[config.mk]
export PLATFORM = sky130hd
export DESIGN_NAME = spi_acq_sequencer
export DESIGN_NICKNAME = d
export VERILOG_FILES = /design/src/rtl/spi_acq_sequencer.sv
export SDC_FILE = /design/constraint.sdc
export NUM_CORES = 1
export LEC_CHECK = 0
export CELL_PAD_IN_SITES_DETAIL_PLACEMENT = 2
export CELL_PAD_IN_SITES_GLOBAL_PLACEMENT = 2
export CORE_AREA = 5 5 181 183
export DETAILED_ROUTE_END_ITERATION = 12
export DIE_AREA = 0 0 186 188
export PLACE_DENSITY = 0.8
export SYNTH_ARGS = -nofsm -noshare
export SYNTH_HDL_FRONTEND = slang
export SYNTH_SLANG_ARGS = --single-unit
[constraint.sdc]
create_clock -name i_clk -period 6.3 [get_ports i_clk]
set_clock_uncertainty 0.2 [all_clocks]
set_input_delay 0.945 -clock i_clk [delete_from_list [all_inputs] [get_ports i_clk]]
set_output_delay 0.945 -clock i_clk [all_outputs]
set_load 0.01 [all_outputs]
[src/rtl/spi_acq_sequencer.sv]
// spi_acq_sequencer
//   Run controller for the SPI result-register reader. It gates the SPI master
//   enable and packs the received bytes of each transfer into one frame. Frames
//   are queued in a small FIFO and leave on an AXI-Stream master, one beat per
//   frame. It also provides run-length control, back-pressure, a transfer
//   watchdog and sticky error flags.
//
//   Optional feature: define SPI_ACQ_TIMESTAMP_EN to prepend a 32-bit capture
//   of a free-running cycle counter to every frame. The counter is captured
//   when a transfer is seen to start. Without the macro no counter logic exists.
//
// Ports
//   i_clk, i_rst            clock, synchronous active-high reset
//   i_start, i_stop         run control pulses
//   i_num_frames            frames per run (0 = continuous), sampled at start
//   o_spi_en                enable to the SPI master
//   o_spi_buffer_full       back-pressure to the SPI master
//   i_spi_ready             SPI master idle level; a falling edge marks a transfer start
//   i_rx_byte_valid_tick    RX byte strobe, with i_rx_byte
//   i_transfer_done_tick    end-of-transfer strobe
//   m_axis_*                frame output stream (tdata, tvalid, tlast, tready)
//   o_busy                  sequencer not idle
//   o_frame_count           frames pushed this run
//   o_err_timeout, o_err_len  sticky error flags, cleared by i_start
module spi_acq_sequencer #(
  parameter int BYTES_PER_XFER = 6,
  parameter int FIFO_DEPTH     = 4,
  parameter int TIMEOUT_CYCLES = 4096,
  localparam int DW = 8 * BYTES_PER_XFER,
`ifdef SPI_ACQ_TIMESTAMP_EN
  localparam int FW = DW + 32
`else
  localparam int FW = DW
`endif
) (
  input  logic          i_clk,
  input  logic          i_rst,
  input  logic          i_start,
  input  logic          i_stop,
  input  logic [15:0]   i_num_frames,
  output logic          o_spi_en,
  output logic          o_spi_buffer_full,
  input  logic          i_spi_ready,
  input  logic          i_rx_byte_valid_tick,
  input  logic [7:0]    i_rx_byte,
  input  logic          i_transfer_done_tick,
  output logic [FW-1:0] m_axis_tdata,
  output logic          m_axis_tvalid,
  output logic          m_axis_tlast,
  input  logic          m_axis_tready,
  output logic          o_busy,
  output logic [15:0]   o_frame_count,
  output logic          o_err_timeout,
  output logic          o_err_len
);

  localparam int AW  = $clog2(FIFO_DEPTH);
  localparam int CW  = AW + 1;
  localparam int BCW = $clog2(BYTES_PER_XFER + 2);
  localparam int WDW = $clog2(TIMEOUT_CYCLES + 1);
  localparam logic [BCW-1:0] BYTE_SAT = BCW'(BYTES_PER_XFER + 1);

  typedef enum logic [1:0] {ST_IDLE, ST_RUN, ST_DRAIN, ST_ERROR} state_t;

  state_t          state, state_next;
  logic            spi_ready_q;
  logic            inflight;
  logic [BCW-1:0]  byte_cnt, byte_cnt_eff;
  logic [DW-1:0]   shift_reg, shift_eff;
  logic [WDW-1:0]  wd_cnt;
  logic [15:0]     num_frames_q;
  logic [15:0]     frame_count;
  logic            err_timeout, err_len;
  logic            buf_full_q;

  logic [FW:0]     mem [FIFO_DEPTH];
  logic [AW-1:0]   wr_ptr, rd_ptr;
  logic [CW-1:0]   fifo_count;

  logic            go, xfer_active, ready_fall, start_xfer, take_byte;
  logic            xfer_done, len_ok, timeout, fifo_full, fifo_empty;
  logic            push, pop, push_last, limit_reached, frames_left, flush;
  logic [FW-1:0]   push_data;

`ifdef SPI_ACQ_TIMESTAMP_EN
  logic [31:0]     ts_cnt, ts_cap;
`endif

  // A transfer starts when the registered ready level sees the master go busy.
  // Ready is registered as 0 in reset so a transfer already running when reset
  // is released is ignored until the next genuine falling edge.
  always_comb begin
    go            = i_start && (state == ST_IDLE || state == ST_ERROR);
    xfer_active   = (state == ST_RUN) || (state == ST_DRAIN);
    ready_fall    = spi_ready_q && !i_spi_ready;
    start_xfer    = ready_fall && xfer_active;
    take_byte     = i_rx_byte_valid_tick && (inflight || start_xfer);
    byte_cnt_eff  = (take_byte && byte_cnt != BYTE_SAT) ? byte_cnt + BCW'(1) : byte_cnt;
    shift_eff     = take_byte ? DW'({shift_reg, i_rx_byte}) : shift_reg;
    xfer_done     = i_transfer_done_tick && inflight;
    len_ok        = (byte_cnt_eff == BCW'(BYTES_PER_XFER));
    timeout       = inflight && !i_transfer_done_tick && (wd_cnt == WDW'(TIMEOUT_CYCLES - 1));
    fifo_full     = (fifo_count == CW'(FIFO_DEPTH));
    fifo_empty    = (fifo_count == '0);
    push          = xfer_done && len_ok && !fifo_full;
    pop           = !fifo_empty && m_axis_tready;
    flush         = timeout || (state == ST_ERROR);
    push_last     = (num_frames_q != 16'd0) && ((frame_count + 16'd1) == num_frames_q);
    limit_reached = (num_frames_q != 16'd0) && (frame_count >= num_frames_q);
    frames_left   = (num_frames_q == 16'd0) ||
                    (({1'b0, frame_count} + {16'b0, inflight}) < {1'b0, num_frames_q});
`ifdef SPI_ACQ_TIMESTAMP_EN
    push_data     = {ts_cap, shift_eff};
`else
    push_data     = shift_eff;
`endif
  end

  // Run state machine. The watchdog wins from RUN or DRAIN; DRAIN waits until the
  // master is idle, nothing is in flight and every queued frame has left.
  always_comb begin
    state_next = state;
    case (state)
      ST_IDLE:  if (i_start) state_next = ST_RUN;
      ST_RUN: begin
        if (timeout)                      state_next = ST_ERROR;
        else if (i_stop || limit_reached) state_next = ST_DRAIN;
      end
      ST_DRAIN: begin
        if (timeout)                                       state_next = ST_ERROR;
        else if (!inflight && fifo_empty && i_spi_ready)   state_next = ST_IDLE;
      end
      ST_ERROR: if (i_start) state_next = ST_RUN;
      default:  state_next = ST_IDLE;
    endcase
  end

  // Control state: transfer tracking, byte assembly, watchdog, run counters and
  // sticky errors. Buffer-full is registered from the current FIFO occupancy plus
  // the in-flight slot so a started transfer always has room reserved.
  always_ff @(posedge i_clk) begin
    if (i_rst) begin
      state        <= ST_IDLE;
      spi_ready_q  <= 1'b0;
      inflight     <= 1'b0;
      byte_cnt     <= '0;
      shift_reg    <= '0;
      wd_cnt       <= '0;
      num_frames_q <= 16'd0;
      frame_count  <= 16'd0;
      err_timeout  <= 1'b0;
      err_len      <= 1'b0;
      buf_full_q   <= 1'b0;
    end else begin
      state       <= state_next;
      spi_ready_q <= i_spi_ready;
      buf_full_q  <= ({1'b0, fifo_count} + {{CW{1'b0}}, inflight}) >= (CW + 1)'(FIFO_DEPTH);

      if (timeout)         inflight <= 1'b0;
      else if (start_xfer) inflight <= 1'b1;
      else if (xfer_done)  inflight <= 1'b0;

      if (!inflight || xfer_done || timeout) wd_cnt <= '0;
      else                                   wd_cnt <= wd_cnt + WDW'(1);

      if (timeout || xfer_done) begin
        byte_cnt  <= '0;
        shift_reg <= '0;
      end else if (take_byte) begin
        byte_cnt  <= byte_cnt_eff;
        shift_reg <= shift_eff;
      end

      if (go) begin
        num_frames_q <= i_num_frames;
        frame_count  <= 16'd0;
        err_timeout  <= 1'b0;
        err_len      <= 1'b0;
      end else begin
        if (push)                  frame_count <= frame_count + 16'd1;
        if (timeout)               err_timeout <= 1'b1;
        if (xfer_done && !len_ok)  err_len     <= 1'b1;
      end
    end
  end

`ifdef SPI_ACQ_TIMESTAMP_EN
  // Free-running cycle counter, captured at the cycle a transfer start is seen.
  always_ff @(posedge i_clk) begin
    if (i_rst) begin
      ts_cnt <= 32'd0;
      ts_cap <= 32'd0;
    end else begin
      ts_cnt <= ts_cnt + 32'd1;
      if (start_xfer) ts_cap <= ts_cnt;
    end
  end
`endif

  // Frame FIFO pointers. Push and pop in one cycle leave the count unchanged.
  // The error path empties the queue outright.
  always_ff @(posedge i_clk) begin
    if (i_rst || flush) begin
      wr_ptr     <= '0;
      rd_ptr     <= '0;
      fifo_count <= '0;
    end else begin
      if (push) wr_ptr <= wr_ptr + AW'(1);
      if (pop)  rd_ptr <= rd_ptr + AW'(1);
      case ({push, pop})
        2'b10:   fifo_count <= fifo_count + CW'(1);
        2'b01:   fifo_count <= fifo_count - CW'(1);
        default: fifo_count <= fifo_count;
      endcase
    end
  end

  // Frame storage, one entry per frame with its tlast flag in the top bit.
  always_ff @(posedge i_clk) begin
    if (push) mem[wr_ptr] <= {push_last, push_data};
  end

  // The head entry is masked while the FIFO is empty so the stream outputs read 0
  // out of reset. It is stable while the beat waits for tready.
  assign {m_axis_tlast, m_axis_tdata} = fifo_empty ? '0 : mem[rd_ptr];
  assign m_axis_tvalid     = !fifo_empty;
  assign o_spi_en          = (state == ST_RUN) && frames_left;
  assign o_spi_buffer_full = buf_full_q;
  assign o_busy            = (state != ST_IDLE);
  assign o_frame_count     = frame_count;
  assign o_err_timeout     = err_timeout;
  assign o_err_len         = err_len;

endmodule

-- Word-level counts from Yosys, hierarchy flattened
Memories as Yosys holds them, arrays and structs flattened. A register that Yosys moved wholly into a read port is not among the register bits.
Index checks and enable logic that the tools add are counted.
- RAM bits: 196
- ROM bits: 0
- flip-flop bits (word level): 110
- latch bits: 0
- input port bits: 32
- logic and storage cells: 102
- memories: 1
- memories (name ; depth ; width ; rd ports ; clocked after Yosys merged registers in ; write ports ; line ; RTL):
    mem ; 4 ; 49 ; 1 ; 1 ; 1 ; 76 ; logic [FW:0] mem [FIFO_DEPTH];
- multiplexer cells: 16
- equality and inequality tests: 13
- bitwise logic cells: 0
- shift-type cells: 0
- magnitude comparators: 3
- reduce and logical (&&, ||, !) cells: 46
- $mul: 0
- div/mod/pow operators: 0
- add/sub/neg operators: 9
- operators by type and width (kind ; count):
    2-to-1 mux 49 bit ; 1
    2-to-1 mux 48 bit ; 1
    adder 16 x 1 -> 17 bit ; 1
    logical AND 1 bit ; 17
    < comparator 17 x 16 -> 1 bit ; 1
    adder 16 x 1 -> 16 bit (second input constant) ; 1
    == test 16 bit ; 1
    >= comparator 16 bit ; 1
    logical NOT 16 bit ; 1
    nonzero test 16 bit ; 1
    2-to-1 mux 2 bit ; 7
    adder 13 x 1 -> 13 bit (second input constant) ; 1
    == test 13 x 12 -> 1 bit (second input constant) ; 1
    logical OR 1 bit ; 10
    OR reduction 2 bit ; 5
    adder 3 x 1 -> 3 bit (second input constant) ; 2
    == test 2 bit (second input constant) ; 3
    == test 3 bit (second input constant) ; 2
    logical NOT 1 bit ; 6
    != test 3 bit (second input constant) ; 2
    case mux 2 bit (3 select lines) ; 1
    case mux 3 bit (2 select lines) ; 1
    nonzero test 2 bit ; 3
    adder 2 x 1 -> 2 bit (second input constant) ; 2
    other kinds (11) ; 15

-- Longest topological paths before layout
- word-level depth: 12
- depth in mapped cells: 15

-- Worst setup path before layout
No wires, ideal clock.
- path kind: input port to flip-flop
- start point: input port i_spi_ready
- end point: memory mem[0][0] (netlist bit), enable pin
- setup slack: 2.262 ns
- data required time: 5.688 ns
- stages: 5
- library setup time: 0.412 ns
- arrival time: 3.426 ns
- path buffers: 1
- cells stage by stage: nand3b_1 > a211oi_4 > mux2i_1 > clkbuf_1 > and3_1
- longest elaborated chain between the ends: 12
- ends and longest elaborated chain (what ; line ; RTL):
    from (decl) ; 43 ; input logic i_spi_ready,
    logical NOT 1 bit ; 95 ; ready_fall = spi_ready_q && !i_spi_ready;
    logical AND 1 bit ; 95 ;
    logical AND 1 bit ; 96 ; start_xfer = ready_fall && xfer_active;
    logical OR 1 bit ; 97 ; take_byte = i_rx_byte_valid_tick && (inflight || start_xfer);
    logical AND 1 bit ; 97 ;
    logical AND 1 bit ; 98 ; byte_cnt_eff = (take_byte && byte_cnt != BYTE_SAT) ? byte_cnt + BCW'(1) : byte_cnt;
    2-to-1 mux 3 bit ; 98 ;
    == test 3 bit ; 101 ; len_ok = (byte_cnt_eff == BCW'(BYTES_PER_XFER));
    logical AND 1 bit (2 in series) ; 105 ; push = xfer_done && len_ok && !fifo_full;
    2-to-1 mux 1 bit ; 220 ; if (push) mem[wr_ptr] <= {push_last, push_data};
    2-to-1 mux 1 bit (not written as such) ; 220 ;
    to (decl) ; 76 ;
Every way passes these cells.

-- Worst setup path after layout
- start point: register frame_count[2] (netlist: o_frame_count[2])
- end point: output port o_spi_en
- longest elaborated chain between the ends: 4
- ends and longest elaborated chain (what ; line ; RTL):
    from (decl) ; 72 ; logic [15:0] frame_count;
    from (signal assigned) ; 180 ; if (push) frame_count <= frame_count + 16'd1;
    adder 16 x 1 -> 17 bit ; 111 ; (({1'b0, frame_count} + {16'b0, inflight}) < {1'b0, num_frames_q});
    < comparator 17 x 16 -> 1 bit ; 111 ;
    logical OR 1 bit ; 110 ; frames_left = (num_frames_q == 16'd0) ||
    logical AND 1 bit ; 227 ; assign o_spi_en = (state == ST_RUN) && frames_left;
    to (decl) ; 41 ; output logic o_spi_en,
Every way passes these cells.

==> results_tabular.tex <==
\begin{tabular}{lr}
\hline
Metric & Value \\
\hline
\multicolumn{2}{l}{\textbf{Cells and area}} \\
Area growth syn-to-layout & 18.7\% \\
Antenna diode count & 0 \\
Final Core Density & 52.1\% \\
Largest register FFs & 196 \\
Proportion of layout cells with a drive suffix above 1 & between 10\% and 20\% \\
Count of nets after finishing & 1,189 \\
\multicolumn{2}{l}{\textbf{Hold path}} \\
Worst min-delay path endpoint & wd\_cnt[0] \\
Hold path depth & 1 \\
Launch point of the worst hold path & wd\_cnt[0] \\
Hold Path Class & flip-flop to flip-flop \\
\multicolumn{2}{l}{\textbf{Placed design}} \\
Final weighted congestion in routability-driven placement & 0.830 \\
Port Buffer Count & 102 \\
Half-perimeter wire length after placement & 23.6 mm \\
\multicolumn{2}{l}{\textbf{Global route}} \\
Overall Global Routing Usage & 21.0\% \\
Pin count of the biggest net entering global routing & roughly 50 \\
Final global-route overflow total & 0 \\
Global-route wire length before repair & 56.8 mm \\
Number of global-route vias before repair & 9,509 \\
Number of antenna violations at the first check in global routing & 0 \\
\multicolumn{2}{l}{\textbf{Critical path}} \\
Data arrival time of the worst path & 4190 ps \\
Worst Setup End Kind & primary output \\
Worst reg2reg setup slack & roughly 2600 ps \\
Worst R2R Start & state[1] \\
Critical path peak fanout & 15 \\
Type of element launching the critical path & flip-flop \\
Number of cells on the worst reg-to-reg path & 14 \\
Worst Path Class, Setup & flip-flop to primary output \\
FF-to-FF End & fifo\_count[1] \\
Worst EP required & 5150 ps \\
\multicolumn{2}{l}{\textbf{STA}} \\
Final-report hold violation count & 0 \\
Headroom to the max-slew limit & 32.4\% \\
Achievable clock frequency & 188 MHz \\
Setup TNS Final & 0 ps \\
Pin slew with the least headroom to its limit & around 1000 ps \\
Hold slack final & 267 ps \\
Final number of setup-violating endpoints & 0 \\
Time the final worst path needs with I/O delays and setup & approximately 5300 ps \\
Number of slew-limit violations in the final report & 0 \\
Final cycle utilization of the critical path & between 80\% and 90\% \\
RSZ-0062 raised after global routing & no \\
\multicolumn{2}{l}{\textbf{Clock tree}} \\
Number of CTS-inserted buffers & 34 \\
Number of levels in the clock H-tree & 2 \\
Clock Sinks & approximately 310 \\
Insertion delay of the later-clocked pin in the worst-skew pair & approximately 520 ps \\
Post-cts gate resize count & 0 \\
Clk slew on worst S/H paths & roughly 60 ps \\
Cell at the root of the clock tree & clkbuf\_16 \\
Post CTS Setup Buffer Count & 0 \\
Count of hold buffers inserted by post-cts repair & 0 \\
CTS tree & yes \\
Worst-case clock buffer depth & 3 \\
\multicolumn{2}{l}{\textbf{Power and ir drop}} \\
Areal power density over the cells & 288 nW/um2 \\
Total power after layout & approximately 4.7 mW \\
Leakage power & 5.86 nW \\
IR Drop Worst-Case VDD & 0.166 mV \\
\multicolumn{2}{l}{\textbf{Logic synthesis}} \\
Most numerous cell types in the synthesized netlist & 196 x edfxtp\_1, 112 x dfxtp\_1, 69 x nand2\_1, 60 x and3\_1, 51 x and2\_1 \\
Warnings, synthesis & 0 \\
Count of state elements after synthesis & between 300 and 400 \\
Area fraction of the dominant cell type after synthesis & a little over two fifths \\
Library cell with the highest instance count after synthesis & edfxtp\_1 \\
Gate count after technology mapping & just over 1,000 \\
Synth top area cells & edfxtp\_1 43\%, dfxtp\_1 16\%, mux4\_2 8.1\% \\
Register area share after synthesis & 59.6\% \\
Number of flops mapped to enable cells by yosys & 196 \\
Top flip-flop cell by instance count after synthesis & edfxtp\_1 \\
Area of the mapped netlist & 13,600 um2 \\
Yosys cell types & 61 \\
Cell type contributing the most total cell area after synthesis & edfxtp\_1 \\
Mean instance size in the synthesized netlist & between 10 and 15 um2 \\
Share of synthesized flip-flops with an asynchronous set or reset & 0\% \\
Net count after synthesis & 1,099 \\
\multicolumn{2}{l}{\textbf{Routing}} \\
DR WL/cell & 23.7 um \\
Iteration-0 DRC count of the detailed router & 372 \\
Total iterations of the first detailed-routing run & 5 \\
Via total after detailed routing & 8,478 \\
DRC viols & 0 \\
Number of nets still failing antenna checks after routing & 0 \\
Post-detailed-routing wire length & 36.4 mm \\
Detailed-route vias per instance & between 5 and 6 \\
\multicolumn{2}{l}{\textbf{Die}} \\
Die area & 35,000 um2 \\
DIE HEIGHT & 188 um \\
Cell row count & 65 \\
Effective utilization at floorplan & 43.9\% \\
DIE WIDTH & 186 um \\
IO Count & 103 \\
Core box area & a little over 30,000 um2 \\
\multicolumn{2}{l}{\textbf{Run status}} \\
Status & finished, final reports clean \\
\multicolumn{2}{l}{\textbf{Job}} \\
Max-capacitance violation count & 0 \\
\hline
\end{tabular}
## layout by cell type (no fill, tap or decap), types with 3 or more instances in the layout
master and instances:
edfxtp_1 196, dfxtp_1 110, clkdlybuf4s50_1 102, nand2_1 68, and3_1 56, and2_1 51
mux2_2 50, nor2_1 50, mux4_2 49, ha_1 46, a21oi_1 41, xnor2_1 34
clkbuf_16 34, inv_1 32, xor2_1 28, nand3_1 18, nand4_1 17, buf_4 15
nor3_1 10, o21ai_0 10, nor2b_1 7, clkinv_2 7, a21o_1 6, a31oi_1 5
nand2b_1 5, bufinv_16 5, or3_1 4, and3_2 4, nor4_1 4, o211ai_1 4
clkbuf_1 4, nand3b_1 3, and4_1 3, a211oi_1 3, nor3b_1 3, o21a_1 3
clkbuf_8 3, clkinvlp_4 3
## metal layers
layer	up-vias	wire [um]	GRT usage [%]
li1	3915	-	-
met1	4356	15500	26.9
met2	163	18800	37.2
met3	44	1360	3.55
met4	0	730	5.04
met5	-	0	0
## through the flow
| step | cell area [um2] | setup slack, ps | cells |
|---|---|---|---|
| finish | 16200 | 970 | 1537 |
| global route | 16200 | 658 | 1537 |
| CTS | 16200 | 939 | 1537 |
| detailed placement | 15000 | 1520 | 1476 |
| global placement | 15000 | 1610 | 1476 |
| floorplan | 13600 | 2260 | 1020 |
## area by class of cell
class                           instances  area, um2
Inverter                               32        120
Fill cell                            2933      14900
Timing Repair Buffer                  117       1130
Clock buffer                           41        907
Multi-Input combinational cell        617       5130
Clock inverter                         20        249
Tap cell                              402        503
Sequential cell                       308       8130
## where the power goes
part	internal [mW]	switching [mW]	total, mW
sequential	2.16	0.0419	2.20
clock	1.24	0.823	2.06
combinational	0.162	0.233	0.395
## worst max-delay path by stage
stage | cells after the start | slack (ps) | startpoint | to
final | 11 | 970 | o_frame_count[2] | o_spi_en
after global placement | 12 | 1610 | o_frame_count[0] | o_spi_en
after CTS | 12 | 940 | o_frame_count[0] | o_spi_en
after global routing | 12 | 660 | o_frame_count[0] | o_spi_en
after floorplan | 5 | 2260 | i_spi_ready | mem[0][0]
after detailed placement | 12 | 1520 | o_frame_count[0] | o_spi_en
## worst max-delay path, stage by stage (launching register included)
cell and delay, ps:
dfxtp_1 690, and4_1 390, nand4_1 250, nor3_1 430, xor2_1 190, ha_1 260
a21oi_1 160, nor2b_1 60, a311oi_1 320, nand3_1 130, o221ai_1 200, clkdlybuf4s50_1 580
## kinds of logic (layout without fill, tap and decap cells)
family,count (synthesis),in the layout,synth area share (%)
xor+xnor,62,62,3.98
mux,101,101,12.4
compound gates,92,92,4.42
buf+inv,95,210,2.81
simple gates,315,315,12.4
flops,308,308,59.6
fa+ha+maj,47,47,4.37
(Power assumes the default switching activity.)
==> RTL change: new RTL, same settings <==
The 4 states of `state_t` get a one-hot encoding in 4 bits.
--- a/src/rtl/spi_acq_sequencer.sv
+++ b/src/rtl/spi_acq_sequencer.sv
@@ -61,5 +61,5 @@
   localparam logic [BCW-1:0] BYTE_SAT = BCW'(BYTES_PER_XFER + 1);
 
-  typedef enum logic [1:0] {ST_IDLE, ST_RUN, ST_DRAIN, ST_ERROR} state_t;
+  typedef enum logic [3:0] {ST_IDLE = 4'b0001, ST_RUN = 4'b0010, ST_DRAIN = 4'b0100, ST_ERROR = 4'b1000} state_t;
 
   state_t          state, state_next;
Function: same outputs for any inputs over 4 cycles, from zero or initial values and one cycle with i_rst high; so few cycles prove little.
==> RTL change against the original RTL <==
Core utilization increased by 0.50 points. Cell area increased by 0.97%. Combinational power decreased by 24%. Sequential share of layout area decreased by 0.24 points. First-iteration DRC count increased by 41%. Sequential cell count increased by 2. Area after synthesis increased by 0.24%. Setup slack improved by 0.076 ns. Cell count decreased by 0.91%. Critical path type unchanged. Critical endpoint unchanged. Routed wire length increased by 6.4%. Via count increased by 1.9%. Global-route usage increased by 1.2 points. Largest power group is now the clock network. Power increased by 1.3%. Clock power increased by 8%.
==> RTL change: results (changes against the original RTL) <==
- Run status: finished clean
- Net count reported at finish: 1170 (-1.6%)
- First-pass DRT Iterations: 4 (-1)
- Slowest-stage cell, CP: sky130_fd_sc_hd__clkdlybuf4s50_1
- Aggregate global-route resource usage: 22.2% (+1.2 points)
- Via count: 8635 (+1.9%)
- Reg-to-Reg Start: state[0]
- Tightest Pin Transition: 1.12 ns (+0.111 ns)
- Post-synth net total: 1075 (-2.2%)
- Sequential area share after synthesis: 59.8% (+0.15 points)
- Number of design-rule violations left by the first detailed-router iteration: 525 (+41%)
- R2R Path End: mem[0][18]
- Post-Syn Instances: 1000 (-2.0%)
- Total cell area at the placement stage: 15100 um2 (+0.36%)
- Compound-Gate Fraction of Synth Area: 4.51% (+0.081 points)
- Number of placed cells counting well taps: 1461 (-1.0%)
- Top cells by area in the synthesized netlist: sky130_fd_sc_hd__edfxtp_1, sky130_fd_sc_hd__dfxtp_1, sky130_fd_sc_hd__mux4_2
- Synthesized-area fraction occupied by adder cells: 3.99% (-0.38 points)
- Register-to-Register Setup Slack: 2.26 ns (-0.31 ns)
- Fill count: 2902 (-1.1%)
- Leakage power total: 5.81 nW (-0.82%)
- Detailed-route wire length: 38.7 mm (+6.4%)
- Slowest Stage Delay on Critical Path: 0.53 ns (-0.16 ns)
- Layout area overhead: 19.5%
- Vias in the first global route: 9622 (+1.2%)
- Half-perimeter wire length of the detailed placement result: 25.2 mm (+6.9%)
- Final routed wire length divided by cell count: 25.4 um (+7.4%)
RTL change: cell count changes after synthesis, moves of 6 or more:
cell	before	now
sky130_fd_sc_hd__a211oi_1	3	10
sky130_fd_sc_hd__nor4_1	4	10
sky130_fd_sc_hd__mux2i_1	2	22
sky130_fd_sc_hd__buf_2	17	10
sky130_fd_sc_hd__a21oi_1	41	15
sky130_fd_sc_hd__nor2_1	50	81
sky130_fd_sc_hd__nand4_1	17	9
sky130_fd_sc_hd__nand2_1	69	31
RTL change: power breakdown:
| part | leakage [nW] | switching, mW | internal, mW | total (mW) |
|---|---|---|---|---|
| Sequential | 2.61 | 0.0335 | 2.16 | 2.19 |
| Combinational | 2.60 | 0.175 | 0.128 | 0.302 |
| Clock | 0.605 | 0.835 | 1.39 | 2.22 |
RTL change: cell type report:
class,instances,area share [%]
Clock buffer,43,5.72
Clock inverter,19,1.98
Inverter,29,0.667
Multi-Input combinational cell,606,31.7
Sequential cell,310,50.0
Tap cell,402,3.08
Timing Repair Buffer,114,6.80
RTL change: layer usage:
metal	global-route usage [%]	vias to the layer above	routed length, um
met5	0	-	0
met4	5.10	0	801
met1	28.0	4484	16100
met2	40.2	185	20500
li1	-	3917	-
met3	3.38	49	1360
RTL change: worst max path at each step:
stage,from,end,slack [ns]
floorplan,i_spi_ready,mem[0][0],2.29
global placement,i_spi_ready,mem[0][36],1.57
detailed placement,i_spi_ready,mem[0][12],1.36
CTS,o_frame_count[0],o_spi_en,0.98
global route,o_frame_count[0],o_spi_en,0.74
finish,o_frame_count[0],o_spi_en,1.05
